File: src/rtl/isdu_ctrl.sv
// isdu_ctrl: LC-3 subset instruction sequencing and decode unit.
// Moore FSM walking each instruction through fetch, decode and execute,
// driving every load enable, bus gate, mux select and SRAM strobe.
module isdu_ctrl (
  input  logic       Clk,
  input  logic       Reset,
  input  logic       Run,
  input  logic       Continue,
  input  logic [3:0] Opcode,
  input  logic       IR_5,
  input  logic       BEN,
  output logic       LD_MAR,
  output logic       LD_MDR,
  output logic       LD_IR,
  output logic       LD_BEN,
  output logic       LD_CC,
  output logic       LD_REG,
  output logic       LD_PC,
  output logic       GatePC,
  output logic       GateMDR,
  output logic       GateALU,
  output logic       GateMARMUX,
  output logic [1:0] PCMUX,
  output logic       DRMUX,
  output logic       SR1MUX,
  output logic       SR2MUX,
  output logic       ADDR1MUX,
  output logic [1:0] ADDR2MUX,
  output logic [1:0] ALUK,
  output logic       Mem_OE,
  output logic       Mem_WE
);

  typedef enum logic [4:0] {
    Halted, S_18, S_33_1, S_33_2, S_35, S_32,
    S_01, S_05, S_09, S_00, S_22, S_12, S_06, S_07,
    S_25_1, S_25_2, S_27, S_23, S_16_1, S_16_2,
    PauseIR1, PauseIR2
  } state_t;

  state_t state, next_state;

  // State register; reset takes priority over every transition.
  always_ff @(posedge Clk) begin
    if (Reset) state <= Halted;
    else       state <= next_state;
  end

  // Next-state selection and Moore output decode.
  always_comb begin
    next_state = state;
    LD_MAR     = 1'b0;
    LD_MDR     = 1'b0;
    LD_IR      = 1'b0;
    LD_BEN     = 1'b0;
    LD_CC      = 1'b0;
    LD_REG     = 1'b0;
    LD_PC      = 1'b0;
    GatePC     = 1'b0;
    GateMDR    = 1'b0;
    GateALU    = 1'b0;
    GateMARMUX = 1'b0;
    PCMUX      = 2'b00;
    DRMUX      = 1'b0;
    SR1MUX     = 1'b0;
    SR2MUX     = 1'b0;
    ADDR1MUX   = 1'b0;
    ADDR2MUX   = 2'b00;
    ALUK       = 2'b00;
    Mem_OE     = 1'b1;
    Mem_WE     = 1'b1;

    unique case (state)
      Halted: if (Run) next_state = S_18;
      S_18: begin
        GatePC = 1'b1; LD_MAR = 1'b1; PCMUX = 2'b00; LD_PC = 1'b1;
        next_state = S_33_1;
      end
      S_33_1: begin
        Mem_OE = 1'b0;
        next_state = S_33_2;
      end
      S_33_2: begin
        Mem_OE = 1'b0; LD_MDR = 1'b1;
        next_state = S_35;
      end
      S_35: begin
        GateMDR = 1'b1; LD_IR = 1'b1;
        next_state = S_32;
      end
      S_32: begin
        LD_BEN = 1'b1;
        case (Opcode)
          4'b0001: next_state = S_01;
          4'b0101: next_state = S_05;
          4'b1001: next_state = S_09;
          4'b0000: next_state = S_00;
          4'b1100: next_state = S_12;
          4'b0110: next_state = S_06;
          4'b0111: next_state = S_07;
          4'b1101: next_state = PauseIR1;
          default: next_state = S_18;
        endcase
      end
      S_01, S_05: begin
        SR1MUX = 1'b1; SR2MUX = IR_5;
        ALUK = (state == S_05) ? 2'b01 : 2'b00;
        GateALU = 1'b1; LD_REG = 1'b1; LD_CC = 1'b1;
        next_state = S_18;
      end
      S_09: begin
        SR1MUX = 1'b1; ALUK = 2'b10;
        GateALU = 1'b1; LD_REG = 1'b1; LD_CC = 1'b1;
        next_state = S_18;
      end
      S_00: next_state = BEN ? S_22 : S_18;
      S_22: begin
        ADDR1MUX = 1'b0; ADDR2MUX = 2'b10; PCMUX = 2'b10; LD_PC = 1'b1;
        next_state = S_18;
      end
      S_12: begin
        SR1MUX = 1'b1; ALUK = 2'b11; GateALU = 1'b1;
        PCMUX = 2'b01; LD_PC = 1'b1;
        next_state = S_18;
      end
      S_06, S_07: begin
        SR1MUX = 1'b1; ADDR1MUX = 1'b1; ADDR2MUX = 2'b01;
        GateMARMUX = 1'b1; LD_MAR = 1'b1;
        next_state = (state == S_06) ? S_25_1 : S_23;
      end
      S_25_1: begin
        Mem_OE = 1'b0;
        next_state = S_25_2;
      end
      S_25_2: begin
        Mem_OE = 1'b0; LD_MDR = 1'b1;
        next_state = S_27;
      end
      S_27: begin
        GateMDR = 1'b1; LD_REG = 1'b1; LD_CC = 1'b1;
        next_state = S_18;
      end
      // MDR loads from the bus here because Mem_OE stays high.
      S_23: begin
        SR1MUX = 1'b0; ALUK = 2'b11; GateALU = 1'b1; LD_MDR = 1'b1;
        next_state = S_16_1;
      end
      S_16_1: begin
        Mem_WE = 1'b0;
        next_state = S_16_2;
      end
      S_16_2: begin
        Mem_WE = 1'b0;
        next_state = S_18;
      end
      PauseIR1: if (Continue)  next_state = PauseIR2;
      PauseIR2: if (!Continue) next_state = S_18;
      default: next_state = Halted;
    endcase
  end

endmodule

File: config.mk
export PLATFORM = sky130hd
export DESIGN_NAME = isdu_ctrl
export DESIGN_NICKNAME = d
export VERILOG_FILES = /design/src/rtl/isdu_ctrl.sv
export SDC_FILE = /design/constraint.sdc
export NUM_CORES = 1
export LEC_CHECK = 0
export CORE_AREA = 10 10 59 52
export DETAILED_ROUTE_END_ITERATION = 6
export DIE_AREA = 0 0 69 62
export GPL_ROUTABILITY_DRIVEN = 1
export GPL_TIMING_DRIVEN = 0
export HOLD_SLACK_MARGIN = 0.02
export PLACE_DENSITY = 0.81
export SETUP_SLACK_MARGIN = 0.3
export SYNTH_ARGS = -nofsm -noshare
export SYNTH_HDL_FRONTEND = slang
export SYNTH_SLANG_ARGS = --single-unit
File: constraint.sdc
create_clock -name Clk -period 4.4 [get_ports Clk]
set_input_delay 1.1 -clock Clk [delete_from_list [all_inputs] [get_ports Clk]]
set_output_delay 1.1 -clock Clk [all_outputs]
set_load 0.005 [all_outputs]
### After elaboration in Yosys (flattened, before gate mapping)

Memories as Yosys holds them, arrays and structs flattened.
Index checks and enable logic that the tools add are counted.

| cells by class | value |
|---|---|
| muxes and demuxes | 24 |
| reduce and logical (&&, ||, !) cells | 15 |
| equality and inequality tests | 24 |

Operator list:

| kind | number |
|---|---|
| case mux 5 bit (15 select lines) | 1 |
| equality test 5 x 4 -> 1 bit (second input constant) | 8 |
| equality test 5 bit (second input constant) | 6 |
| equality test 5 x 3 -> 1 bit (second input constant) | 4 |
| 2-to-1 mux 5 bit | 4 |
| 2-to-1 mux 1 bit | 15 |
| equality test 5 x 2 -> 1 bit (second input constant) | 2 |
| OR reduction 2 bit | 5 |
| OR reduction 3 bit | 3 |
| case mux 2 bit (2 select lines) | 2 |
| OR reduction 4 bit | 2 |
| OR reduction 7 bit | 1 |
| != test 2 bit (second input constant) | 3 |
| case mux 2 bit (3 select lines) | 1 |
| OR reduction 6 bit | 1 |
| equality test 5 x 1 -> 1 bit (second input constant) | 1 |
| zero test 5 bit | 1 |
| OR reduction 5 bit | 1 |
| 2-to-1 mux 4 bit | 1 |
| AND reduction 3 bit | 1 |

| word-level totals | value |
|---|---|
| bits of input ports | 10 |
| memories kept | 1 |
| register bits after elaboration | 5 |
| ROM bits | 80 |

Memories:

| name | depth | width | read ports | clocked after Yosys merged registers in | write ports | line | text |
|---|---|---|---|---|---|---|---|
| (name not given) | 16 | 5 | 1 | 0 | 0 | 93 | `case (Opcode)` |

### Longest topological paths before layout

| depth | value |
|---|---|
| depth after elaboration | 3 |
| gate-level depth with buffers | 5 |
| mapped depth without buffers | 4 |

### Least setup slack after synthesis

Ideal clock, no wire load.

| timing path | value |
|---|---|
| kind | input port to output port |
| from | input port IR_5 |
| to | output port SR2MUX |
| data arrival time | 1313 ps |
| slack | 1987 ps |
| data required time | 3300 ps |
| stages | 2 |
| path through | inv_1 -> nor3_1 |

| between the ends | value |
|---|---|
| word-level cells in the longest chain between the ends | 1 |

RTL lines:

| element | line | text |
|---|---|---|
| start: declaration | 10 | `input logic IR_5,` |
| 2-to-1 mux 1 bit | 73 | `unique case (state)` |
| end: declaration | 26 | `output logic SR2MUX,` |

Every way passes these cells.

### Final worst setup path

Same ends and word-level chain as after synthesis.

==> metrics.cfg <==
[status]
status=finished, final reports clean

[synthesis]
synth_seq_cells=5
avgSynthCellArea_um2=6.49
area_share_of_the_leading_cell_type_in_the_synthesized_netlist_pct=12.0
postSynth.asyncResetShare_pct=0
synthFlopType=sky130_fd_sc_hd__dfxtp_1
synth.lib_cells_used.distinct=47
synthCells=129
synth_warnings=0
post_synth_instance_area_um2=837
synth_fp_nets=139
synth-seq-area-share_pct=12.0
synth-edff-count=0
synth_largest_area_cell=sky130_fd_sc_hd__dfxtp_1
post_synth_main_area_contributors=sky130_fd_sc_hd__dfxtp_1 12%, sky130_fd_sc_hd__a21oi_1 6.0%, sky130_fd_sc_hd__buf_2 6.0%

[placed_design]
placement.setup.worst_slack_ns=0.996
detailedPlacementHpwl_um=2320
place_congestion=0.911
portBuffers=29

[worst_setup_path]
crit_family=buffers and inverters
crit_slowest_cell=sky130_fd_sc_hd__clkdlybuf4s50_1
worstPathMaxFanout=1
max_stage_delay_ns=0.53
cp_class=input pin to primary output
required_ns=3.30
arrival_ns=2.30
critical-path-top-cell-by-count=sky130_fd_sc_hd__clkdlybuf4s50_1
timing.reg2reg.setup_slack_ns=2.91
crit_path_end_kind=primary output
cp_cell_sequence=clkdlybuf4s50_1 > inv_1 > nor3_1 > clkdlybuf4s50_1
timing.critical_path.from_type=input pin
cp_num_buf_inv=3

[timing]
rsz0062_at_grt=no
setup-violations-final=0
final.period_utilization_pct=77.4
fmax_mhz=294
fin_setup_tns_ns=0
period_needed_ns=3.40
timing.final.hold_violations=0
timing.max_slew.rel_slack_pct=62.7
maxSlewViolCount=0
timing_worst_slew_pin_value_ns=0.559
finClkSkew_ns=0.00764
final.setup.worst_slack_ns=0.997

[layout]
register_area_um2=100
largest_register_ffs=5
biggestRegsByFlops=state: 5 flops
area_growth_syn_to_layout_pct=41.6
multi_input_comb_area_um2=634
fillers=203
drive_gt1_share_pct=13.6
finalCoreUtilization_pct=59.6
finish.net_count=173
n_antenna_cell=0
largest_register=state

[global_route]
grt_first_pass_wirelength_um=4900
globalRouteTotalUtil_pct=13.6
grt_start_max_net_pins=11
antenna_found_initial=0
overflow=0
grt_pass1_vias=1008

[clock_tree]
cts-hold-fix-buffers=0
tritoncts=done
cts-root-buf=sky130_fd_sc_hd__clkbuf_4
cts_setup_buffers=0
cts.repair.resized=0
clock_sinks=5
cts_made_buffers=3
clk_transition_reported_paths_ns=0.05
cts-root-to-sink-buffers=2
clock_tree.htree_level_count=1
clk_latency_ns=0.25

[power]
power_density_nw_per_um2=288
report.power.total_mw=0.341
vdd.ir_drop.worst_mv=0.147
leakage_nw=0.464

[detailed_routing]
drtAntennaViolNets=0
vias=1085
first_drt_iteration_drcs=65
post-route-drc-count=0
vias_per_cell=5.80
drt_first_pass_iters=4
drt-wirelength-per-cell_um=15.7
finalWirelength_um=2950

[floorplan]
row_count=15
num_io_pins=33
placeableCoreArea_um2=1990
dieWidth_um=69
fp.dieH_um=62
total_die_area_um2=4280
floorplan.initialDensity_pct=42.1

[hold_path]
hp-class=flop to flop

[flow_run]
max-cap-violations=0

[Yosys cell counts (2+ instances only)]
cell,number
sky130_fd_sc_hd__nand2_1,9
sky130_fd_sc_hd__xnor2_1,2
sky130_fd_sc_hd__dfxtp_1,5
sky130_fd_sc_hd__o21ai_0,4
sky130_fd_sc_hd__a211oi_1,3
sky130_fd_sc_hd__nor2b_1,4
sky130_fd_sc_hd__nand2b_1,6
sky130_fd_sc_hd__and2b_1,2
sky130_fd_sc_hd__or3_1,3
sky130_fd_sc_hd__inv_1,3
sky130_fd_sc_hd__a31o_1,2
sky130_fd_sc_hd__a31oi_1,3
sky130_fd_sc_hd__nor2_2,2
sky130_fd_sc_hd__buf_2,10
sky130_fd_sc_hd__and3_1,7
sky130_fd_sc_hd__buf_4,4
sky130_fd_sc_hd__nor2_1,8
sky130_fd_sc_hd__a21oi_1,10
sky130_fd_sc_hd__nand3_1,4
sky130_fd_sc_hd__nor3_1,5
sky130_fd_sc_hd__or2_1,2
sky130_fd_sc_hd__o21ai_1,6
[final timing paths]
path | from | to | cells after the start
worst max-delay path | IR_5 | SR2MUX | 4
worst min-delay path | state[2]$_SDFFE_PP0P_ | state[4]$_SDFFE_PP0P_ | 3
worst max register to register | state[4]$_SDFFE_PP0P_ | state[0]$_SDFFE_PP0P_ | 5
worst min register to register | state[2]$_SDFFE_PP0P_ | state[4]$_SDFFE_PP0P_ | 3
[routing by layer]
metal / global-route usage (%) / up-vias / wire, µm
met2: 22.5 / 50 / 1340
li1: - / 527 / -
met4: 7.16 / 0 / 60
met5: 0 / - / 0
met3: 3.33 / 7 / 240
met1: 16.4 / 501 / 1300
[cell type report]
type | instances | share of cell area, %
Clock buffer | 4 | 2.22
Buffer | 15 | 7.07
Sequential cell | 5 | 8.45
Multi-Input combinational cell | 104 | 53.5
Tap cell | 25 | 2.64
Timing Repair Buffer | 29 | 24.5
Inverter | 5 | 1.58
[per-stage QoR]
stage               hold WS (ns)  area [µm²]  cells
floorplan                  0.569         837    129
global placement           0.645        1160    183
detailed placement         0.643        1160    183
CTS                        0.655        1180    187
global route               0.698        1180    187
finish                     0.666        1180    187
[worst reg2reg max path, delay by kind of cell (launching register included)]
kind	cells	cell delay, ns
AOI/OAI and AO/OA	3	0.62
DFF	1	0.48
buffers and inverters	1	0.24
and+or+nand+nor	1	0.08
[layout by cell type (no fill, tap or decap), types with 3 or more instances in the layout]
cell type                          n
sky130_fd_sc_hd__clkdlybuf4s50_1  29
sky130_fd_sc_hd__buf_2            10
sky130_fd_sc_hd__a21oi_1          10
sky130_fd_sc_hd__nand2_1           9
sky130_fd_sc_hd__nor2_1            8
sky130_fd_sc_hd__and3_1            7
sky130_fd_sc_hd__nand2b_1          6
sky130_fd_sc_hd__o21ai_1           6
sky130_fd_sc_hd__nor3_1            5
sky130_fd_sc_hd__dfxtp_1           5
sky130_fd_sc_hd__nor2b_1           4
sky130_fd_sc_hd__buf_4             4
sky130_fd_sc_hd__nand3_1           4
sky130_fd_sc_hd__o21ai_0           4
sky130_fd_sc_hd__inv_1             3
sky130_fd_sc_hd__or3_1             3
sky130_fd_sc_hd__a31oi_1           3
sky130_fd_sc_hd__a211oi_1          3
sky130_fd_sc_hd__clkbuf_4          3
[report_power, final]
group | total (mW) | switching, mW | internal, mW
Clock | 0.0555 | 0.0211 | 0.0344
Sequential | 0.0594 | 0.00673 | 0.0527
Combinational | 0.226 | 0.128 | 0.0984
[cell families (layout without fill, tap and decap cells)]
family / after synthesis / after routing / synth area share [%]
buffers and inverters: 20 / 53 / 12.3
and+or+nand+nor: 61 / 61 / 41.0
AOI/OAI and AO/OA: 37 / 37 / 28.7
other: 1 / 1 / 0.448
DFF: 5 / 5 / 12.0
xor gates and xnor gates: 3 / 3 / 3.14
muxes: 2 / 2 / 2.54
No activity file was read; power rests on OpenSTA's default activity.
